--- config.mk ---
export PLATFORM = sky130hd
export DESIGN_NAME = oram_path_ctrl_flat
export DESIGN_NICKNAME = d
export VERILOG_FILES = /design/src/rtl/oram_pkg.sv /design/src/rtl/oram_if.sv /design/src/rtl/oram_lfsr.sv /design/src/rtl/oram_path_ctrl.sv /design/src/flat_wrapper.sv
export SDC_FILE = /design/constraint.sdc
export NUM_CORES = 2
export LEC_CHECK = 0
export ABC_CLOCK_PERIOD_IN_PS = 69200
export BUFFER_PORTS_ARGS = -buffer_cell sky130_fd_sc_hd__buf_2
export CORE_ASPECT_RATIO = 1.2
export CORE_MARGIN = 2
export CORE_UTILIZATION = 45
export DETAILED_ROUTE_END_ITERATION = 6
export PLACE_DENSITY = 0.73
export REMOVE_ABC_BUFFERS = 1
export SETUP_SLACK_MARGIN = 0.5
export SLEW_MARGIN = 0
export SYNTH_ARGS = -nofsm -noshare
export SYNTH_HDL_FRONTEND = slang
export SYNTH_SLANG_ARGS = --single-unit
--- constraint.sdc ---
create_clock -name clk -period 69.2 [get_ports clk]
set_input_delay 10.38 -clock clk [delete_from_list [all_inputs] [get_ports clk]]
set_output_delay 10.38 -clock clk [all_outputs]
set_load 0.02 [all_outputs]
--- src/rtl/oram_pkg.sv ---
// rtl/oram_pkg.sv - Path-ORAM sizing, tuple/bucket types, FSM states and tree addressing.
package oram_pkg;
  localparam int A     = 8;
  localparam int D     = 6;
  localparam int K     = 3;
  localparam int LW    = D - 1;
  localparam int VW    = 8 * A;
  localparam int T     = LW + D + VW + 1;
  localparam int NODES = (1 << D) - 1;

  typedef logic [LW-1:0]        leaf_t;
  typedef logic [D-1:0]         blk_t;
  typedef logic [$clog2(D)-1:0] lvl_t;

  typedef struct packed {
    leaf_t          pos;
    blk_t           b;
    logic [VW-1:0]  val;
    logic           empty_n;
  } memory_tuple;

  typedef memory_tuple [K-1:0] memory_bucket;

  typedef enum logic [2:0] {
    ST_INIT, ST_IDLE, ST_READ, ST_SCAN, ST_WRITE, ST_RESP
  } state_t;

  // Node on the root-to-leaf path at the given level (root = 0, children 2i+1 / 2i+2).
  function automatic blk_t node_index(input lvl_t level, input leaf_t leaf);
    blk_t w_base;
    blk_t w_off;
    w_base = D'((1 << level) - 1);
    w_off  = D'(leaf >> (LW - int'(level)));
    return w_base + w_off;
  endfunction
endpackage

--- src/rtl/oram_if.sv ---
// rtl/oram_if.sv - request/response and bucket-RAM signals of the ORAM path controller.
interface oram_if;
  import oram_pkg::*;

  logic          req_valid;
  logic          req_ready;
  logic          req_write;
  blk_t          req_block;
  logic [VW-1:0] req_wdata;
  logic          rsp_valid;
  logic          rsp_hit;
  logic [VW-1:0] rsp_rdata;
  logic          err_overflow;
  blk_t          mem_addr;
  logic          mem_rd;
  logic          mem_wr;
  memory_bucket  mem_wdata;
  memory_bucket  mem_rdata;

  modport master (
    input  req_valid, req_write, req_block, req_wdata, mem_rdata,
    output req_ready, rsp_valid, rsp_hit, rsp_rdata, err_overflow,
           mem_addr, mem_rd, mem_wr, mem_wdata
  );

  modport slave (
    output req_valid, req_write, req_block, req_wdata, mem_rdata,
    input  req_ready, rsp_valid, rsp_hit, rsp_rdata, err_overflow,
           mem_addr, mem_rd, mem_wr, mem_wdata
  );
endinterface

--- src/rtl/oram_lfsr.sv ---
// rtl/oram_lfsr.sv - 16-bit Fibonacci LFSR (taps 16,14,13,11), free-running leaf source.
module oram_lfsr
  import oram_pkg::*;
(
  input  logic  clk,
  input  logic  rst_n,
  output leaf_t o_leaf
);
  logic [15:0] r_lfsr;
  logic        w_fb;

  assign w_fb   = r_lfsr[15] ^ r_lfsr[13] ^ r_lfsr[12] ^ r_lfsr[10];
  assign o_leaf = r_lfsr[LW-1:0];

  always_ff @(posedge clk or negedge rst_n) begin
    if (!rst_n) r_lfsr <= 16'hACE1;
    else        r_lfsr <= {r_lfsr[14:0], w_fb};
  end
endmodule

--- src/rtl/oram_path_ctrl.sv ---
// rtl/oram_path_ctrl.sv - Path-ORAM access sequencer: read path, extract/remap block,
// write path back leaf-to-root with the block placed as deep as both paths allow.
module oram_path_ctrl
  import oram_pkg::*;
(
  input  logic   clk,
  input  logic   rst_n,
  oram_if.master bus
);
  state_t        r_state, w_next;
  lvl_t          r_lvl, r_tgt, w_cap_lvl, w_lcp, w_tgt;
  blk_t          r_cnt, r_blk;
  logic          r_write, r_found, r_ins, r_err;
  logic [VW-1:0] r_wdata, r_val, w_inc_val;
  leaf_t         r_old, r_new, w_leaf;
  leaf_t         r_pos [2**D];
  memory_bucket  r_buf [D];
  memory_bucket  w_clean, w_wbucket;
  logic          w_capture, w_inc_hit, w_any, w_hold;

  oram_lfsr u_lfsr (.clk(clk), .rst_n(rst_n), .o_leaf(w_leaf));

  function automatic logic bucket_free(input memory_bucket bk);
    logic f;
    f = 1'b0;
    for (int s = 0; s < K; s++) if (!bk[s].empty_n) f = 1'b1;
    return f;
  endfunction

  function automatic memory_bucket bucket_insert(input memory_bucket bk, input memory_tuple t);
    memory_bucket o;
    logic         placed;
    o      = bk;
    placed = 1'b0;
    for (int s = 0; s < K; s++) begin
      if (!placed && !o[s].empty_n) begin
        o[s]   = t;
        placed = 1'b1;
      end
    end
    return o;
  endfunction

  // Read data lags mem_rd by one cycle, so the bucket arriving now belongs to the previous level.
  assign w_capture = ((r_state == ST_READ) && (r_lvl != '0)) || (r_state == ST_SCAN);
  assign w_cap_lvl = (r_state == ST_SCAN) ? lvl_t'(D - 1) : r_lvl - 1'b1;
  assign w_hold    = r_write | r_found | w_inc_hit;

  always_comb begin
    w_clean   = bus.mem_rdata;
    w_inc_hit = 1'b0;
    w_inc_val = '0;
    for (int s = K - 1; s >= 0; s--) begin
      if (bus.mem_rdata[s].empty_n && (bus.mem_rdata[s].b == r_blk)) begin
        w_clean[s].empty_n = 1'b0;
        w_inc_hit          = 1'b1;
        w_inc_val          = bus.mem_rdata[s].val;
      end
    end
  end

  // Deepest level shared by old and new paths that still has a free slot after removal.
  always_comb begin
    w_lcp = '0;
    w_tgt = '0;
    w_any = 1'b0;
    for (int l = 0; l < D; l++)
      if ((r_old >> (LW - l)) == (r_new >> (LW - l))) w_lcp = lvl_t'(l);
    for (int l = 0; l < D; l++) begin
      if ((lvl_t'(l) <= w_lcp) &&
          ((l == D - 1) ? bucket_free(w_clean) : bucket_free(r_buf[l]))) begin
        w_tgt = lvl_t'(l);
        w_any = 1'b1;
      end
    end
  end

  always_comb begin
    w_wbucket = r_buf[r_lvl];
    if (r_ins && (r_lvl == r_tgt))
      w_wbucket = bucket_insert(r_buf[r_lvl],
                    '{pos: r_new, b: r_blk, val: (r_write ? r_wdata : r_val), empty_n: 1'b1});
  end

  always_comb begin
    w_next        = r_state;
    bus.req_ready = 1'b0;
    bus.rsp_valid = 1'b0;
    bus.mem_rd    = 1'b0;
    bus.mem_wr    = 1'b0;
    bus.mem_addr  = '0;
    bus.mem_wdata = '0;
    case (r_state)
      ST_INIT: begin
        if (r_cnt != '0) begin
          bus.mem_wr   = 1'b1;
          bus.mem_addr = r_cnt - 1'b1;
        end
        if (r_cnt == blk_t'(NODES)) w_next = ST_IDLE;
      end
      ST_IDLE: begin
        bus.req_ready = 1'b1;
        if (bus.req_valid) w_next = ST_READ;
      end
      ST_READ: begin
        bus.mem_rd   = 1'b1;
        bus.mem_addr = node_index(r_lvl, r_old);
        if (r_lvl == lvl_t'(D - 1)) w_next = ST_SCAN;
      end
      ST_SCAN:  w_next = ST_WRITE;
      ST_WRITE: begin
        bus.mem_wr    = 1'b1;
        bus.mem_addr  = node_index(r_lvl, r_old);
        bus.mem_wdata = w_wbucket;
        if (r_lvl == '0) w_next = ST_RESP;
      end
      ST_RESP: begin
        bus.rsp_valid = 1'b1;
        w_next        = ST_IDLE;
      end
      default: w_next = ST_INIT;
    endcase
  end

  assign bus.rsp_hit      = (r_state == ST_RESP) && (r_found || r_write);
  assign bus.rsp_rdata    = ((r_state == ST_RESP) && r_found) ? r_val : '0;
  assign bus.err_overflow = r_err;

  always_ff @(posedge clk or negedge rst_n) begin
    if (!rst_n) begin
      r_state <= ST_INIT;
      r_cnt   <= '0;
      r_lvl   <= '0;
      r_tgt   <= '0;
      r_blk   <= '0;
      r_write <= 1'b0;
      r_wdata <= '0;
      r_old   <= '0;
      r_new   <= '0;
      r_found <= 1'b0;
      r_val   <= '0;
      r_ins   <= 1'b0;
      r_err   <= 1'b0;
      for (int b = 0; b < 2**D; b++) r_pos[b] <= leaf_t'(b);
    end else begin
      r_state <= w_next;
      case (r_state)
        ST_INIT: r_cnt <= r_cnt + 1'b1;
        ST_IDLE: begin
          if (bus.req_valid) begin
            r_blk              <= bus.req_block;
            r_write            <= bus.req_write;
            r_wdata            <= bus.req_wdata;
            r_old              <= r_pos[bus.req_block];
            r_new              <= w_leaf;
            r_pos[bus.req_block] <= w_leaf;
            r_lvl              <= '0;
            r_found            <= 1'b0;
            r_val              <= '0;
          end
        end
        ST_READ:  r_lvl <= r_lvl + 1'b1;
        ST_SCAN: begin
          r_lvl <= lvl_t'(D - 1);
          r_tgt <= w_tgt;
          r_ins <= w_hold && w_any;
          if (w_hold && !w_any) r_err <= 1'b1;
        end
        ST_WRITE: r_lvl <= r_lvl - 1'b1;
        default: ;
      endcase
      if (w_capture && w_inc_hit && !r_found) begin
        r_found <= 1'b1;
        r_val   <= w_inc_val;
      end
    end
  end

  always_ff @(posedge clk) begin
    if (w_capture) r_buf[w_cap_lvl] <= w_clean;
  end
endmodule

--- src/flat_wrapper.sv ---
// flat-port wrapper written by rule: the top's interface ports become plain ports
module oram_path_ctrl_flat import oram_pkg::*;
  (clk, rst_n, bus_req_valid, bus_req_write, bus_req_block, bus_req_wdata, bus_mem_rdata, bus_req_ready, bus_rsp_valid, bus_rsp_hit, bus_rsp_rdata, bus_err_overflow, bus_mem_addr, bus_mem_rd, bus_mem_wr, bus_mem_wdata);
  oram_if bus_i ();
  input  logic clk;
  input  logic rst_n;
  input wire logic [$bits(bus_i.req_valid)-1:0] bus_req_valid;
  input wire logic [$bits(bus_i.req_write)-1:0] bus_req_write;
  input wire logic [$bits(bus_i.req_block)-1:0] bus_req_block;
  input wire logic [$bits(bus_i.req_wdata)-1:0] bus_req_wdata;
  input wire logic [$bits(bus_i.mem_rdata)-1:0] bus_mem_rdata;
  output wire logic [$bits(bus_i.req_ready)-1:0] bus_req_ready;
  output wire logic [$bits(bus_i.rsp_valid)-1:0] bus_rsp_valid;
  output wire logic [$bits(bus_i.rsp_hit)-1:0] bus_rsp_hit;
  output wire logic [$bits(bus_i.rsp_rdata)-1:0] bus_rsp_rdata;
  output wire logic [$bits(bus_i.err_overflow)-1:0] bus_err_overflow;
  output wire logic [$bits(bus_i.mem_addr)-1:0] bus_mem_addr;
  output wire logic [$bits(bus_i.mem_rd)-1:0] bus_mem_rd;
  output wire logic [$bits(bus_i.mem_wr)-1:0] bus_mem_wr;
  output wire logic [$bits(bus_i.mem_wdata)-1:0] bus_mem_wdata;
  assign bus_i.req_valid = bus_req_valid;
  assign bus_i.req_write = bus_req_write;
  assign bus_i.req_block = bus_req_block;
  assign bus_i.req_wdata = bus_req_wdata;
  assign bus_i.mem_rdata = bus_mem_rdata;
  assign bus_req_ready = bus_i.req_ready;
  assign bus_rsp_valid = bus_i.rsp_valid;
  assign bus_rsp_hit = bus_i.rsp_hit;
  assign bus_rsp_rdata = bus_i.rsp_rdata;
  assign bus_err_overflow = bus_i.err_overflow;
  assign bus_mem_addr = bus_i.mem_addr;
  assign bus_mem_rd = bus_i.mem_rd;
  assign bus_mem_wr = bus_i.mem_wr;
  assign bus_mem_wdata = bus_i.mem_wdata;
  oram_path_ctrl u_core (.clk(clk), .rst_n(rst_n), .bus(bus_i));
endmodule
==> impl_metrics.ini <==
[synth]
synth_top_area_share_pct = 56.8
yosysWarningCount = 0
syn_area_um2 = 96400
syn_avg_cell_area_um2 = 17.3
netlist_instances = 5571
synth-edff-count = 1824
synth_top_area_cell = edfxtp_1
synth.distinct_cells = 71
synthTopCellsByArea = edfxtp_1 (57%), mux4_2 (12%), dfrtp_1 (8.6%)
yosysSeqAreaShare_pct = 70.0
async_reset_ff_share_pct = 21.5
synthFlopType = edfxtp_1
ys_seq_elements = 2323

[setup_path]
critPathCaptureType = primary output
crit_top_cell = buf_4
cp_max_fo = 52
crit_arrival_ns = 6.79
worstPathCellList = buf_4 -> buf_4 -> buf_4 -> buf_4 -> mux4_2 -> mux2i_1 -> a211oi_1 -> buf_2
crit_type = reg -> out
cp_slowest_cell = dfrtp_4
r2r-start = u_core.r_lvl[0]$_DFFE_PN0P_
cp_slowest_stage_delay_ns = 0.97
cp.required_ns = 58.82
crit_path_start_kind = flop
r2r_slack_ns = 62.63
reg2reg_depth = 9
critPathLaunch = u_core.r_lvl[0]$_DFFE_PN0P_
r2r-end = u_core.r_buf[0][91]$_DFFE_PP_

[sta]
setup-tns-final_ns = 0
fin_skew_ns = 0.0851
setup_ws_ns = 52.03
hold_violations = 0
relSlewSlack_pct = 14.7
setup_viol_count_final = 0
whs_ns = 0.339
clock.fmax_mhz = 58.2
period_share_pct = 24.8
slew_violations = 0
rsz0062_at_grt = no
worstMarginPinSlew_ns = 1.28
period_needed_ns = 17.17

[min_path]
min_from = u_core.u_lfsr.r_lfsr[6]$_DFF_PN1_
hold_depth = 0
whs_endpoint = u_core.u_lfsr.r_lfsr[7]$_DFF_PN1_
hold_path.class = reg -> reg

[power_and_ir_drop]
p_clk_share_pct = 28.7
switching_share_pct = 32.2
pwr_density_cell_nw_per_um2 = 39.3
leakagePower_uw = 0.0399
seq_power_share_pct = 43.9
pwr-share-comb_pct = 27.4
total_power_uw = 4310
vdd_drop_max_mv = 0.0337
p_int_uw = 2920
p_sw_uw = 1390

[clock_network]
cts_sinks = 2323
cts_inserted_buffers = 219
path_clk_slew_ns = 0.06
cts.repair.resized = 0
cts_root_buffer = clkbuf_16
clock_latency_ns = 0.90
cts.path.max_buffers = 3
postCtsHoldBufs = 0
htree_levels = 4
post_cts_buffers = 0
cts_tree = yes

[flow_run]
drv_cap = 0

[grt]
grt_max_degree = 147
grt_antenna_before_repair = 76
gr-usage-all-layers_pct = 24.6
grt_use_met1_pct = 32.5
grt_pass1_wl_um = 394000
grt-ovfl-total = 0
grtUsageMet2_pct = 38.7
first_global_vias = 57500
grt.busiest_layer = met2
use_met3_pct = 5.85

[cells_and_area]
final_util_pct = 51.4
syn2layout_area_growth_pct = 13.8
layout_commonest_cell = edfxtp_1
multi_input_area_um2 = 27100
final-seq-area_um2 = 67500
layout.nets = 6421
nFillCells = 16900
final_cell_mix = edfxtp_1 (1824), nand2_1 (632), buf_2 (601)
final_layout_size_suffix_gt1_share_pct = 35.1

[detailed_routing]
drc = 2
wl_per_cell_um = 29.6
route.antenna.remaining_nets = 0
drt-total-wl_um = 271000
drtIter0Drc = 6841
drtPass1Iterations = 7
vias_per_cell = 6.20
vias = 56700

[place]
dp_hpwl_um = 158000
dp_slack_ns = 52.77
finalWeightedCongestion = 0.846
port_buffers = 605

[die]
start_util_pct = 45.2
io_pins = 606
fp.dieW_um = 427
dieArea_um2 = 218000
coreArea_um2 = 213000
fp-row-count = 186
die_h_um = 511

[status]
violations = design-rule violations
status = finished, violations left
[registers in the layout (all words and copies together), names as in the netlist, 3 cells and up]
register / flops
u_core.r_new: 5
u_core.r_buf: 1824
u_core.r_blk: 6
u_core.r_state: 3
u_core.r_val: 64
u_core.r_lvl: 3
u_core.r_tgt: 3
u_core.u_lfsr.r_lfsr: 16
u_core.r_cnt: 6
u_core.r_old: 5
u_core.r_wdata: 64
u_core.r_pos: 320
[synth_stat cells (4+ instances only)]
master,n
o21ai_0,22
a221oi_1,50
dfstp_2,168
inv_1,18
and2_1,10
a21oi_1,25
edfxtp_1,1824
dfrtp_1,331
a21o_1,6
nand3_1,82
a311oi_1,162
a31o_2,12
a31oi_1,6
buf_2,139
buf_6,16
xor2_1,29
buf_4,27
nor2_1,360
or3_1,4
nor2b_1,8
a221oi_2,30
a22o_1,5
buf_1,30
nor4_1,8
ha_1,19
o22ai_1,15
a22oi_1,23
xnor2_1,16
nor3_1,12
mux2i_1,106
nand3b_1,6
a211oi_1,79
mux2_2,410
nand4_1,5
mux4_2,496
clkbuf_1,194
nand2b_1,5
o31ai_1,55
and3_1,72
nand2_1,634
[area by class of cell]
class                           instances  share of cell area, %
Tap cell                             2820                   3.21
Clock inverter                        109                   1.28
Antenna cell                           34                 0.0775
Clock buffer                          306                   5.57
Timing Repair Buffer                  713                   3.60
Sequential cell                      2323                   61.5
Inverter                               19                 0.0718
Multi-Input combinational cell       2823                   24.7
[kinds of logic (layout without fill, tap and decap cells)]
| group | Yosys count | after routing | share of synthesized area, % |
|---|---|---|---|
| adders and majority gates | 20 | 20 | 0.267 |
| and+or+nand+nor | 1224 | 1224 | 5.30 |
| muxes | 1013 | 1013 | 17.5 |
| other | 0 | 34 | 0 |
| DFF | 2323 | 2323 | 70.0 |
| AOI/OAI and AO/OA | 521 | 521 | 4.48 |
| buffers and inverters | 425 | 1147 | 2.06 |
| xor gates and xnor gates | 45 | 45 | 0.409 |
[stage by stage]
stage	cell area, um2	std cells
after CTS	110000	9113
final	110000	9147
after detailed placement	102000	8698
after global placement	102000	8698
after global routing	110000	9135
after floorplan	94500	5165
[worst max-delay path by stage]
stage / end / slack [ns] / depth (start not counted)
2_1_floorplan: u_core.r_buf[6][0]$_DFFE_PP_ / 24.96 / 5
3_3_place_gp: bus_mem_wdata[160] / 52.78 / 8
3_5_place_dp: bus_mem_wdata[160] / 52.77 / 8
4_1_cts: bus_mem_wdata[160] / 51.84 / 8
5_1_grt: bus_mem_wdata[160] / 51.36 / 8
6_report: bus_mem_wdata[160] / 52.03 / 8
[metal layers]
layer	part of all wire (%)	wire length, um
met2	48	130000
met5	0.099	269
met3	10	27200
met1	38	102000
met4	4.3	11800
[power groups by stage]
stage	Combinational, uW	Clock, uW	Sequential [uW]
finish	1180	1240	1890
floorplan	1040	0	2110
CTS	1190	1250	1890
global placement	1170	0	1900
detailed placement	1180	0	1920
global route	1250	1300	1910
[worst max-delay path: cells and delay by family (launching register included)]
family	cells	cell delay (ns)
compound gates	1	0.17
buf+inv	5	3.62
flops	1	0.97
mux	2	0.97
(Power assumes the default switching activity.)
